`src/rtl/uart_rx_byte.sv`:
```
// 8N1 UART receiver: 2-FF synchronised RxD, centre-sampled bits, one-cycle
// RxD_ready / RxD_frame_err strobes, held output byte.
module uart_rx_byte #(
  parameter int CLKS_PER_BIT = 434,
  parameter int CNT_W        = $clog2(CLKS_PER_BIT)
) (
  input  logic       clk,
  input  logic       rst,
  input  logic       RxD,
  output logic [7:0] RxD_data,
  output logic       RxD_ready,
  output logic       RxD_frame_err,
  output logic       RxD_busy,
  output logic [2:0] o_dbg_state
);

  // Output contract: RxD_ready is a one-cycle valid strobe with no ready
  // back-pressure; RxD_data is stable from that cycle until the next strobe.
  // RxD_frame_err never coincides with RxD_ready.

  typedef enum logic [2:0] {
    S_IDLE      = 3'd0,
    S_START     = 3'd1,
    S_DATA      = 3'd2,
    S_STOP      = 3'd3,
    S_WAIT_HIGH = 3'd4
  } state_t;

  localparam logic [CNT_W-1:0] LAST_TICK = CNT_W'(CLKS_PER_BIT - 1);
  localparam logic [CNT_W-1:0] HALF_TICK = CNT_W'(CLKS_PER_BIT / 2 - 1);

  state_t           r_state;
  logic [1:0]       r_sync;
  logic [CNT_W-1:0] r_timer;
  logic [2:0]       r_bit;
  logic [7:0]       r_shift;
  logic [7:0]       r_data;
  logic             r_ready;
  logic             r_ferr;
  logic             w_rxs;

  assign w_rxs = r_sync[1];

  always_ff @(posedge clk) begin
    if (rst) begin
      r_state <= S_IDLE;
      r_sync  <= 2'b11;
      r_timer <= '0;
      r_bit   <= 3'd0;
      r_shift <= 8'h00;
      r_data  <= 8'h00;
      r_ready <= 1'b0;
      r_ferr  <= 1'b0;
    end else begin
      r_sync  <= {r_sync[0], RxD};
      r_ready <= 1'b0;
      r_ferr  <= 1'b0;
      case (r_state)
        S_IDLE: begin
          r_timer <= '0;
          if (!w_rxs) r_state <= S_START;
        end
        S_START: begin
          // Mid-start-bit check rejects glitches shorter than half a bit.
          if (r_timer == HALF_TICK) begin
            r_timer <= '0;
            r_bit   <= 3'd0;
            r_state <= w_rxs ? S_IDLE : S_DATA;
          end else begin
            r_timer <= r_timer + CNT_W'(1);
          end
        end
        S_DATA: begin
          if (r_timer == LAST_TICK) begin
            r_timer <= '0;
            r_shift <= {w_rxs, r_shift[7:1]};
            r_bit   <= r_bit + 3'd1;
            if (r_bit == 3'd7) r_state <= S_STOP;
          end else begin
            r_timer <= r_timer + CNT_W'(1);
          end
        end
        S_STOP: begin
          if (r_timer == LAST_TICK) begin
            r_timer <= '0;
            if (w_rxs) begin
              r_data  <= r_shift;
              r_ready <= 1'b1;
              r_state <= S_IDLE;
            end else begin
              r_ferr  <= 1'b1;
              r_state <= S_WAIT_HIGH;
            end
          end else begin
            r_timer <= r_timer + CNT_W'(1);
          end
        end
        S_WAIT_HIGH: begin
          // A held-low (break) line must return high before a new frame.
          if (w_rxs) r_state <= S_IDLE;
        end
        default: r_state <= S_IDLE;
      endcase
    end
  end

  assign RxD_data      = r_data;
  assign RxD_ready     = r_ready;
  assign RxD_frame_err = r_ferr;
  assign RxD_busy      = (r_state != S_IDLE);
  assign o_dbg_state   = r_state;

endmodule

```
`config.mk`:
```
export PLATFORM = sky130hd
export DESIGN_NAME = uart_rx_byte
export DESIGN_NICKNAME = d
export VERILOG_FILES = /design/src/rtl/uart_rx_byte.sv
export SDC_FILE = /design/constraint.sdc
export NUM_CORES = 1
export LEC_CHECK = 0
export CELL_PAD_IN_SITES_DETAIL_PLACEMENT = 1
export CELL_PAD_IN_SITES_GLOBAL_PLACEMENT = 2
export CORE_ASPECT_RATIO = 0.75
export CORE_UTILIZATION = 33
export DETAILED_ROUTE_END_ITERATION = 10
export GPL_ROUTABILITY_DRIVEN = 0
export PLACE_DENSITY = 0.8
export RECOVER_POWER = 100
export SETUP_SLACK_MARGIN = 0.5
export SYNTH_ARGS = -nofsm -noshare
export SYNTH_HDL_FRONTEND = slang
export SYNTH_SLANG_ARGS = --single-unit
```
`constraint.sdc`:
```
create_clock -name clk -period 2.38 [get_ports clk]
set_input_delay 0.238 -clock clk [delete_from_list [all_inputs] [get_ports clk]]
set_output_delay 0.238 -clock clk [all_outputs]
set_load 0.02 [all_outputs]
```
==> results of run 1 <==
worst max-delay path, cell delays in order, from the launching register on:
cell and delay, ns:
dfxtp_1 0.34, inv_1 0.08, ha_1 0.13, and4bb_1 0.25
nand3_1 0.13, or3_1 0.62, mux2i_2 0.27, nor2_1 0.05
power by group through the flow:
stage                     combinational (mW)  clock [mW]  sequential, mW
after floorplan                       0.0437           0           0.613
after global placement                0.0687           0           0.610
after detailed placement              0.0715           0           0.611
after CTS                             0.0828       0.443           0.597
after global routing                  0.0951       0.468           0.597
final                                 0.0861       0.430           0.596
worst max path at each step:
| stage | depth (start not counted) | slack (ns) | endpoint | start |
|---|---|---|---|---|
| final | 7 | 0.37 | RxD_data[6]$_SDFFE_PP0P_ | r_timer[1]$_SDFFE_PP0P_ |
| after CTS | 7 | 0.53 | RxD_data[6]$_SDFFE_PP0P_ | r_timer[1]$_SDFFE_PP0P_ |
| after global routing | 7 | 0.23 | RxD_data[6]$_SDFFE_PP0P_ | r_timer[1]$_SDFFE_PP0P_ |
| after floorplan | 6 | 0.54 | r_bit[0]$_SDFFE_PP0P_ | o_dbg_state[2]$_SDFFE_PP0P_ |
| after global placement | 6 | 0.32 | o_dbg_state[2]$_SDFFE_PP0P_ | r_timer[0]$_SDFFE_PP0P_ |
| after detailed placement | 6 | 0.24 | o_dbg_state[2]$_SDFFE_PP0P_ | r_timer[0]$_SDFFE_PP0P_ |
layout by cell type (no fill, tap or decap), types with 2 or more instances in the layout:
cell type      instances
nand2b_1               3
buf_4                  8
o22ai_1                2
nand2_1               32
a22oi_1                3
or2_2                  2
ha_1                   5
and3_1                 2
dlygate4sd3_1         14
xnor2_1                3
mux2i_1                8
nor3b_1                2
a21oi_1               16
nor2b_1                2
clkbuf_4               2
or3_1                  3
dfxtp_1               33
nand3_1                9
o21ai_0                4
clkbuf_1               2
nor2_1                20
inv_1                  3
clkbuf_8               6
logic make-up after synthesis:
family / count (synthesis)
AOI/OAI and AO/OA: 32
xor gates and xnor gates: 4
adders and majority gates: 5
buffers and inverters: 13
DFF: 35
muxes: 9
and+or+nand+nor: 87
final cells by class:
class,count,area (um2)
clock buffers,6,82.6
well taps,57,71.3
flip-flops and latches,35,706
clock inverters,1,5.00
repair buffers,28,241
inverters,3,11.3
fillers,535,2560
multi-input cells,137,843
layer usage:
metal | wire, um | track usage, %
met3 | 80 | 4.09
met4 | 61 | 6.77
met2 | 1830 | 28.5
met5 | 0 | 0
met1 | 1770 | 18.5
what timing repair did:
action,4_1_cts,5_1_grt
buffers inserted,4,5
pin swaps,2,5
hold buffers,0,0
gates resized for setup,9,6
endpoints found under the setup margin,22,24
flip-flops by register name, indices dropped and copies added (netlist names):
register and flops:
RxD_frame_err 1, r_sync 2, RxD_ready 1, r_bit 3, r_timer 9, r_shift 8, RxD_data 8, o_dbg_state 3
==> impl_metrics.json, run 1 <==
{
  "synth-compound-area-share_pct": 12.3,
  "r2r_cells": 7,
  "grt_overflow": 0,
  "cts_buffers": 5,
  "holdWs_ns": 0.423,
  "fin_util_pct": 43.4,
  "cp-start-kind": "register",
  "p_sw_mw": 0.257,
  "async_flop_share_pct": 0,
  "io_pins": 17,
  "outcome": "finished, final reports clean",
  "grt_usage_pct": 15.9,
  "post-route-period-util_pct": 84.4,
  "core.rowCount": 21,
  "ys_top_cells_by_count": "dfxtp_1, nand2_1, nor2_1",
  "vias": 1383,
  "grt_first_pass_wirelength_um": 5960,
  "initial_core_util_pct": 34.7,
  "placed_cell_area_um2": 1770,
  "hold_depth": 1,
  "worst_pin_slew_ns": 0.645,
  "synthFlopType": "dfxtp_1",
  "fin_crit_ns": 2.01,
  "synthMuxAreaShare_pct": 5.74,
  "clock-sinks": 35,
  "synth.distinct_cells": 40,
  "dr.pass1.iters": 4,
  "wl_per_cell_um": 14.0,
  "cts_root_buf": "clkbuf_8",
  "postSynthAreaPerCell_um2": 8.49,
  "hp-start": "r_sync[0]$_SDFF_PP1_",
  "final_hold_viol_count": 0,
  "final_cell_area_um2": 1960,
  "ys_top_cells_by_area": "dfxtp_1, nand2_1, mux2i_1",
  "power.total_mw": 1.11,
  "insertion_delay_ns": 0.28,
  "min_path_type": "reg -> reg",
  "die_w_um": 81.7,
  "max_slew_margin_pct": 56.9,
  "r2r_end": "RxD_data[6]$_SDFFE_PP0P_",
  "arrival_ns": 2.16,
  "antenna_found_initial": 0,
  "crit_fanout": 8,
  "h-tree-depth": 2,
  "p_leak_nw": 0.797,
  "combPwrFrac_pct": 7.7,
  "yosys.area_share.adder_pct": 3.98,
  "stdcell_count": 267,
  "dpl_worst_slack_ns": 0.235,
  "die_area_um2": 5040,
  "clk_path_buf_depth": 2,
  "fin_skew_ns": 0.00443,
  "first_global_vias": 1327,
  "core_um2": 4520,
  "port_buffers": 16,
  "yosysMostFrequentCell": "dfxtp_1",
  "synth-seq-cells": 35,
  "hold_end": "r_sync[1]$_SDFF_PP1_",
  "switching_share_pct": 23.1,
  "yosysTopAreaCellShare_pct": 44.6,
  "critPathCaptureType": "register",
  "synth_top_family_by_area": "simple AND/OR/NAND/NOR gates",
  "reg2reg_from": "r_timer[1]$_SDFFE_PP0P_",
  "setup_viol": 0,
  "viasPerCell": 5.18,
  "drt-total-wl_um": 3740,
  "synth-edff-count": 0,
  "ant_nets": 0,
  "clock_power_share_pct": 38.6,
  "ys_seq_area_share_pct": 44.6,
  "timing.final.ws_setup_ns": 0.371,
  "cts_tree": "built",
  "p_int_mw": 0.855,
  "path_clk_slew_ns": 0.07,
  "rrSetupSlack_ns": 0.37,
  "required_ns": 2.53,
  "antenna_cells": 0,
  "drive_above_1_share_pct": 12.9,
  "grt_start_max_net_pins": 19,
  "initialDrtViolationCount": 41,
  "fmax_ghz": 0.498,
  "slew_violations": 0,
  "netlist_area_um2": 1570,
  "synth_top_area_cell": "dfxtp_1",
  "syn2layout_area_growth_pct": 24.9,
  "place_inst": 251,
  "vdd_drop_max_mv": 0.316,
  "drc": 0,
  "rsz0062_at_grt": "yes",
  "crit_type": "reg -> reg",
  "p_seq_share_pct": 53.6,
  "yosysWarnings": 0,
  "hpwl_um": 2570,
  "synthXorXnorAreaFrac_pct": 2.23,
  "p_per_area_nw_per_um2": 567,
  "final_nets": 218,
  "tns_ns": 0,
  "syn_inst": 185,
  "maxCapViolations": 0,
  "postSynthNetCount": 193,
  "synth_simple_gate_area_share_pct": 27.2,
  "die_y_um": 61.7
}
Note: power is estimated with default switching activity, not from simulation.
==> run 2: changes to the inputs <==
CORE_UTILIZATION = 30   (was 33)
PLACE_DENSITY = 0.77   (was 0.8)
clock period = 1.75 ns   (was 2.38 ns; I/O delays follow)
==> impl_metrics.json, run 2 (synthesis gave the netlist of run 1 again) <==
{
  "hpwl_um": 2990,
  "outcome": "finished, final reports clean",
  "cpPeakStageDelay_ns": 0.40,
  "clk_path_buf_depth": 2,
  "p_leak_nw": 0.933,
  "maxCapViolations": 0,
  "critPathCaptureType": "register",
  "grt_overflow": 0,
  "final_nets": 237,
  "cp-start-kind": "register",
  "vdd_drop_max_mv": 0.257,
  "cts_buffers": 5,
  "grt_first_pass_wirelength_um": 7090,
  "final_hold_viol_count": 0,
  "ant_nets": 0,
  "stdcell_count": 290,
  "fin_skew_ns": 0.00645,
  "initialDrtViolationCount": 40,
  "drt-total-wl_um": 4370,
  "fin_util_pct": 45.9,
  "largest_reg_flops": 9,
  "crit_fanout": 8,
  "cts_root_buf": "clkbuf_8",
  "viasPerCell": 4.98,
  "final_cell_area_um2": 2270,
  "met2_length_um": 2090,
  "path_clk_slew_ns": 0.07,
  "initial_core_util_pct": 31.7,
  "drc": 0,
  "io_pins": 17,
  "required_ns": 1.92,
  "grt_start_max_net_pins": 17,
  "core.rowCount": 22,
  "max_slew_margin_pct": 77.4,
  "m1WireLength_um": 2170,
  "setup_viol": 0,
  "die_w_um": 85.5,
  "dpl_worst_slack_ns": -0.0148,
  "p_per_area_nw_per_um2": 684,
  "port_buffers": 16,
  "worst-path-buf-inv": 1,
  "place_inst": 275,
  "tns_ns": 0,
  "power.total_mw": 1.56,
  "drive_above_1_share_pct": 37.4,
  "vias": 1443,
  "antenna_cells": 0,
  "fin_crit_ns": 1.73,
  "slew_violations": 0,
  "fmax_ghz": 0.578,
  "final_common_cell": "dfxtp_1",
  "crit_path_top_delay_cell": "or3_4",
  "arrival_ns": 1.90,
  "h-tree-depth": 2,
  "die_y_um": 64.7,
  "antenna_found_initial": 0,
  "dr.pass1.iters": 4,
  "clock-sinks": 35,
  "crit_type": "reg -> reg",
  "holdWs_ns": 0.426,
  "syn2layout_area_growth_pct": 44.9,
  "die_area_um2": 5530,
  "grt_usage_pct": 16.6,
  "final_cell_mix": "dfxtp_1, nand2_1, buf_4, nor2_1, a21oi_1",
  "met3_length_um": 88,
  "cts_tree": "built",
  "insertion_delay_ns": 0.28,
  "first_global_vias": 1508,
  "rsz0062_at_grt": "yes",
  "post-route-period-util_pct": 98.9,
  "placed_cell_area_um2": 1940,
  "path_cells": "ha_1 -> and4bb_2 -> nand3_2 -> or3_4 -> buf_8 -> mux2i_1 -> nor2_1",
  "worst_pin_slew_ns": 0.338,
  "routed.top_layer": "met4",
  "core_um2": 4950,
  "ctsHoldBuffers": 0,
  "cpLargestDelayFamily": "simple AND/OR/NAND/NOR gates",
  "min_path_type": "reg -> reg",
  "top_register": "r_timer",
  "wl_per_cell_um": 15.1,
  "timing.final.ws_setup_ns": 0.0185
}
==> run 2: cell types whose count changed in the layout (fill, tap and decap cells not counted), moves of 6 or more <==
cell,previous run,this run
buf_4,8,24
dlygate4sd2_1,1,10
dlygate4sd3_1,14,0
nand2_1,32,24
nand2_2,0,6
==> run 2: cell type report <==
type | count | area, um2
Tap cell | 60 | 75.1
Clock buffer | 7 | 76.3
Fill cell | 571 | 2680
Multi-Input combinational cell | 137 | 985
Inverter | 3 | 11.3
Sequential cell | 35 | 711
Clock inverter | 1 | 5.00
Timing Repair Buffer | 47 | 412
==> run 2: layer usage <==
layer  vias to the layer above  global-route usage [%]
li1                        726                       -
met3                         2                    4.20
met5                         -                       0
met2                        13                    28.5
met4                         0                    5.00
met1                       702                    20.4
==> run 2: timing repair <==
item | 4_1_cts | 5_1_grt
setup buffers | 2 | 5
pin swaps | 26 | 7
gates resized for setup | 58 | 30
setup endpoints to repair | 47 | 37
==> run 2: report_power, final <==
part,switching (mW),internal (mW),leakage [nW]
Combinational,0.0942,0.0841,0.605
Sequential,0.00571,0.801,0.285
Clock,0.290,0.280,0.0422
==> run 2: final timing paths <==
kind,startpoint,end,slack (ns),cells past startpoint
setup reg to reg,r_timer[0]$_SDFFE_PP0P_,RxD_data[3]$_SDFFE_PP0P_,0.02,7
hold / removal,r_sync[0]$_SDFF_PP1_,r_sync[1]$_SDFF_PP1_,0.43,1
setup / recovery,r_timer[0]$_SDFFE_PP0P_,RxD_data[3]$_SDFFE_PP0P_,0.02,7
hold reg to reg,r_sync[0]$_SDFF_PP1_,r_sync[1]$_SDFF_PP1_,0.43,1
==> run 2: worst register-to-register path, stage by stage, from the launching register on <==
cell,delay (ns)
dfxtp_2,0.35
ha_1,0.14
and4bb_2,0.27
nand3_2,0.09
or3_4,0.40
buf_8,0.16
mux2i_1,0.16
nor2_1,0.05
